<file path="config.mk">
export PLATFORM = sky130hd
export DESIGN_NAME = mem_wb_elastic
export DESIGN_NICKNAME = d
export VERILOG_FILES = /design/src/rtl/mem_wb_pkg.sv /design/src/rtl/mem_wb_elastic_sat_counter.sv /design/src/rtl/mem_wb_elastic.sv
export SDC_FILE = /design/constraint.sdc
export NUM_CORES = 1
export LEC_CHECK = 0
export ABC_AREA = 1
export BUFFER_PORTS_ARGS = -buffer_cell sky130_fd_sc_hd__buf_2
export CORE_ASPECT_RATIO = 2
export CORE_MARGIN = 10
export CORE_UTILIZATION = 45
export DETAILED_ROUTE_END_ITERATION = 6
export PLACE_DENSITY_LB_ADDON = 0.12
export SYNTH_ARGS = -nofsm -noshare
export SYNTH_HDL_FRONTEND = slang
export SYNTH_SLANG_ARGS = --single-unit
</file>
<file path="constraint.sdc">
create_clock -name CLK -period 1.8 [get_ports CLK]
set_input_delay 0.36 -clock CLK [delete_from_list [all_inputs] [get_ports CLK]]
set_output_delay 0.36 -clock CLK [all_outputs]
set_load 0.01 [all_outputs]
</file>
<file path="src/rtl/mem_wb_pkg.sv">
// Shared types for the MEM->WB elastic stage: entry layout and occupancy states.
// Default widths here match the stage's parameter defaults.
package mem_wb_pkg;

  localparam int DATA_W_DEF = 32;
  localparam int REG_AW_DEF = 5;
  localparam int STAT_W_DEF = 32;

  typedef struct packed {
    logic [DATA_W_DEF-1:0] ram_data;
    logic [DATA_W_DEF-1:0] alu_res;
    logic [REG_AW_DEF-1:0] rd;
    logic                  regwrite;
    logic                  memtoreg;
  } wb_entry_t;

  typedef enum logic [1:0] {
    EMPTY = 2'd0,
    ONE   = 2'd1,
    FULL  = 2'd2
  } wb_state_t;

endpackage

</file>
<file path="src/rtl/mem_wb_elastic_sat_counter.sv">
// Saturating up-counter used for the MEM->WB stall/bubble statistics.
module sat_counter #(
  parameter int STAT_W = 32
) (
  input  logic              CLK,
  input  logic              RESET_N,
  input  logic              inc,
  output logic [STAT_W-1:0] cnt
);

  logic [STAT_W-1:0] cnt_q, cnt_d;

  always_comb begin
    cnt_d = cnt_q;
    if (inc && (cnt_q != '1)) cnt_d = cnt_q + 1'b1;
  end

  always_ff @(posedge CLK or negedge RESET_N) begin
    if (!RESET_N) cnt_q <= '0;
    else          cnt_q <= cnt_d;
  end

  assign cnt = cnt_q;

endmodule

</file>
<file path="src/rtl/mem_wb_elastic.sv">
// MEM->WB pipeline stage: head + skid register, registered in_ready, flush, rd==0 write suppression.
// Optional statistics counters are built only when MEM_WB_STATS_EN is defined.
module mem_wb_elastic
  import mem_wb_pkg::*;
#(
  parameter int DATA_W = DATA_W_DEF,
  parameter int REG_AW = REG_AW_DEF,
  parameter int STAT_W = STAT_W_DEF
) (
  input  logic              CLK,
  input  logic              RESET_N,
  input  logic              flush,
  input  logic              in_valid,
  output logic              in_ready,
  input  logic [DATA_W-1:0] ram_data_in,
  input  logic [DATA_W-1:0] alu_res_in,
  input  logic [REG_AW-1:0] rd_in,
  input  logic              regwrite_in,
  input  logic              memtoreg_in,
  output logic              out_valid,
  input  logic              out_ready,
  output logic [REG_AW-1:0] rd_out,
  output logic [DATA_W-1:0] wb_data,
  output logic              regwrite_out,
  output logic [STAT_W-1:0] stall_cnt,
  output logic [STAT_W-1:0] bubble_cnt
);

  // Local entry type so overridden widths stay consistent
  typedef struct packed {
    logic [DATA_W-1:0] ram_data;
    logic [DATA_W-1:0] alu_res;
    logic [REG_AW-1:0] rd;
    logic              regwrite;
    logic              memtoreg;
  } entry_t;

  wb_state_t state_q, state_d;
  entry_t    head_q, head_d;
  entry_t    skid_q, skid_d;
  logic      in_ready_q, in_ready_d;
  entry_t    in_entry;
  logic      accept, pop;

  assign in_entry = {ram_data_in, alu_res_in, rd_in, regwrite_in, memtoreg_in};
  assign out_valid = (state_q != EMPTY);
  assign accept    = in_valid & in_ready_q;
  assign pop       = out_valid & out_ready;

  always_comb begin
    state_d = state_q;
    head_d  = head_q;
    skid_d  = skid_q;
    if (flush) begin
      state_d = EMPTY;
    end else begin
      case (state_q)
        EMPTY: if (accept) begin
          head_d  = in_entry;
          state_d = ONE;
        end
        ONE: begin
          if (accept && pop) begin
            head_d = in_entry;
          end else if (accept) begin
            skid_d  = in_entry;
            state_d = FULL;
          end else if (pop) begin
            state_d = EMPTY;
          end
        end
        FULL: if (pop) begin
          head_d  = skid_q;
          state_d = ONE;
        end
        default: state_d = EMPTY;
      endcase
    end
    // ready is decided from next occupancy so it never depends on this cycle's out_ready
    in_ready_d = (state_d != FULL);
  end

  always_ff @(posedge CLK or negedge RESET_N) begin
    if (!RESET_N) begin
      state_q    <= EMPTY;
      head_q     <= '0;
      skid_q     <= '0;
      in_ready_q <= 1'b0;
    end else begin
      state_q    <= state_d;
      head_q     <= head_d;
      skid_q     <= skid_d;
      in_ready_q <= in_ready_d;
    end
  end

  assign in_ready     = in_ready_q;
  assign rd_out       = head_q.rd;
  assign wb_data      = head_q.memtoreg ? head_q.ram_data : head_q.alu_res;
  assign regwrite_out = out_valid & head_q.regwrite & (|head_q.rd);

`ifdef MEM_WB_STATS_EN
  sat_counter #(.STAT_W(STAT_W)) u_stall_cnt (
    .CLK     (CLK),
    .RESET_N (RESET_N),
    .inc     (out_valid & ~out_ready),
    .cnt     (stall_cnt)
  );

  sat_counter #(.STAT_W(STAT_W)) u_bubble_cnt (
    .CLK     (CLK),
    .RESET_N (RESET_N),
    .inc     (~out_valid),
    .cnt     (bubble_cnt)
  );
`else
  assign stall_cnt  = '0;
  assign bubble_cnt = '0;
`endif

endmodule

</file>
==> summary.txt <==
Timing
  – WHS: ~0.19 ns
  – Slew HR: between 60% and 70%
  – Setup Skew: around 0.013 ns
  – Final setup viols: 31
  – Final hold violation count: 0
  – Fin crit share: 109.3%
  – Fin crit period: 1.967 ns
  – Sum of negative setup slack: -3.816 ns
  – Unrepaired setup endpoints after global routing: yes
  – Worst slew pin tran: roughly 0.6 ns
  – Max Slew Vio Count: 0
  – Final worst setup slack: -0.1668 ns
  – Fmax: just over 500 MHz

Place
  – Buffers on Ports: between 100 and 150
  – Hpwl dp: about 14 mm
  – RD Place Congestion: between 0.7 and 0.8
  – Post-Place Cell Area: 8303 um2

Clock tree
  – CTS Buffer Depth: 2
  – TritonCTS clock tree: done
  – Clk slew on worst S/H paths: about 0.06 ns
  – CTS Root Cell: clkbuf_16
  – H-tree Lvls: 4
  – CTS buffer count: 17
  – Worst skew pair latency: between 0.4 and 0.5 ns
  – # clock sinks: roughly 150

Worst setup path
  – Max FO, Critical Path: 16
  – R2R Path End: head_q[63]$_DFFE_PN0P_
  – Flop-to-flop setup slack: around 0.19 ns
  – Buf/Inv on CP: 2
  – Setup crit start kind: flop
  – Crit path max-delay family: flip-flops
  – Critical Path Max Stage Delay: ~0.44 ns
  – WP data arrival: about 1.6 ns
  – Setup crit start: head_q[0]$_DFFE_PN0P_
  – Reg2reg start: state_q[1]$_DFF_PN0_
  – FF-to-FF path depth: 6
  – Worst Path Required: around 1.4 ns
  – Setup CP Type: flop to output port
  – Critical path's slowest cell: dfrtp_2
  – Crit. End Element: output port
  – Crit-path cells: clkbuf_16, mux2_2, buf_2
  – Worst Setup EP: wb_data[0]
  – Stages on the worst setup path: 3

Pwr
  – Pwr per Cell Area: between 1000 and 1500 nW/um2
  – Total design power: ~11 mW
  – P_leak: 5.126 nW
  – Peak supply drop: 667.3 uV

Floorplanning
  – Die width: 112.9 um
  – Die Footprint: roughly 23000 um2
  – # rows: 68
  – Core area: roughly 17000 um2
  – Io pins: 180
  – Die Span Y: slightly above 200 um
  – Initial core utilization: a little under half

Final layout
  – FF/Latch Area: between 3000 and 4000 um2
  – Most frequent cells in the layout: nand2_1, dfrtp_1, buf_2, inv_1, nand3_1
  – Fillcell total: approximately 1700
  – Final Net Count: between 1000 and 1500
  – Area growth syn-to-layout: 17.32%
  – Diode count: 0
  – Commonest non-fill, non-tap cell in the layout: nand2_1
  – Post-layout util: 53.34%
  – Area occupied by multi-input gates: around 3300 um2
  – Cell area after layout: around 9100 um2
  – Layout cells sized above 1: 20.11%

Detailed routing
  – Metal2 WL: between 10 and 15 mm
  – WL final: ~21 mm
  – DR WL/cell: ~16 um
  – Max layer used: met4
  – Post-DRT Antenna Nets: 0
  – Metal3 WL: ~1.2 mm
  – Via-per-instance ratio: around 5.0
  – DRT Pass-1 Iters: 4
  – M1 WL: 8.861 mm
  – Via count: around 6400
  – # DRC: 0
  – Detailed Route Iter0 Violations: between 300 and 400

Synthesis
  – Syn_area_per_cell: about 7.9 um2
  – Post-synth top area cell: dfrtp_1
  – Post-Synthesis Cells: 989
  – Mapped Area: 7775 um2
  – Largest cells by area after synthesis: dfrtp_1, nand2_1, buf_4, nand4_1, nand3_1
  – Library cells used by synthesis: 21
  – #FFs+latches synth: roughly 150
  – Syn. warnings: 0
  – Synth top area share: between 40% and 50%
  – Post-synthesis sequential area ratio: between 40% and 50%

Global route
  – Largest net degree at the start of global routing: 84
  – Vias in the first global route: about 6400
  – Aggregate global routing overflow: 0
  – Total GRT Usage: between 10% and 20%
  – Initial antenna violation count: 0
  – First-pass GRT wire length: around 34 mm

Status
  – Status: finished, violations left
  – Failing checks: negative setup slack

Flow run
  – Max_cap viols: 0

Min path
  – Hold Path Class: input port to flop
sequential cells by signal (all words and copies together) (netlist names):
register	flops
in_ready	1
rd_out	5
head_q	66
state_q	2
skid_q	71
kinds of logic (layout without fill, tap and decap cells):
group | after synthesis | in the layout | synth area share [%]
AOI/OAI and AO/OA | 73 | 73 | 4.731
muxes | 32 | 32 | 4.635
and+or+nand+nor | 521 | 521 | 28.95
DFF | 145 | 145 | 46.67
buffers and inverters | 217 | 254 | 14.97
other | 1 | 64 | 0.04823
metal layers:
| metal | track usage, % | vias up |
|---|---|---|
| met5 | 0 | - |
| met4 | 5.464 | 0 |
| met3 | 4.534 | 18 |
| met2 | 30.62 | 166 |
| met1 | 21.01 | 3037 |
| li1 | - | 3223 |
metrics by stage:
| stage | worst slack [ns] | instances |
|---|---|---|
| 6_report | -0.1668 | 1299 |
| 5_1_grt | -0.2058 | 1299 |
| 4_1_cts | -0.1627 | 1294 |
| 3_5_place_dp | 0.2039 | 1263 |
| 3_3_place_gp | 0.2447 | 1263 |
| 2_1_floorplan | 0.3412 | 1052 |
worst min-delay path: cells and delay by family:
kind	cells	cell delay, ns
buffers and inverters	2	0.14
AO/OA/AOI/OAI	1	0.07
worst min-delay path by stage:
stage                                         to  slack (ns)  cells after the start            start
final                     skid_q[27]$_DFFE_PN0P_        0.19                      3   alu_res_in[20]
after floorplan            head_q[0]$_DFFE_PN0P_        0.06                      0          RESET_N
after global routing      skid_q[56]$_DFFE_PN0P_        0.19                      3  ram_data_in[17]
after CTS                 skid_q[27]$_DFFE_PN0P_        0.18                      3   alu_res_in[20]
after detailed placement  skid_q[56]$_DFFE_PN0P_        0.26                      1          RESET_N
after global placement    skid_q[56]$_DFFE_PN0P_        0.27                      1          RESET_N
power breakdown:
group	internal (mW)	switching (mW)	leakage, nW
combinational	1.12	1.36	3.02
sequential	4.04	0.467	1.81
clock	2.31	1.41	0.291
total	7.46	3.23	5.13
synthesized netlist by cell type:
library cell,count
a22oi_1,1
buf_1,2
buf_2,24
buf_4,71
buf_6,7
clkbuf_1,35
conb_1,1
dfrtp_1,145
inv_1,77
inv_2,1
mux2_2,32
nand2_1,364
nand2_2,1
nand3_1,74
nand4_1,73
nand4_2,1
nor2_1,6
nor2_4,1
nor3_1,1
o21ai_0,71
o21ai_1,1
layout make-up:
class,instances,share of cell area [%]
Clock buffer,17,4.664
Sequential cell,145,39.81
Multi-Input combinational cell,690,36.17
Tap cell,210,2.881
Inverter,78,3.210
Timing Repair Buffer,146,11.21
Clock inverter,13,2.058
what timing repair did:
| action | 4_1_cts | 5_1_grt |
|---|---|---|
| buffers inserted | 0 | 4 |
| hold endpoints to repair | 25 | 0 |
| resized for setup | 1 | 30 |
| endpoints found under the setup margin | 32 | 32 |
| hold buffers | 1 | 0 |
| gates cloned | 0 | 1 |
Note: power is estimated with default switching activity, not from simulation.
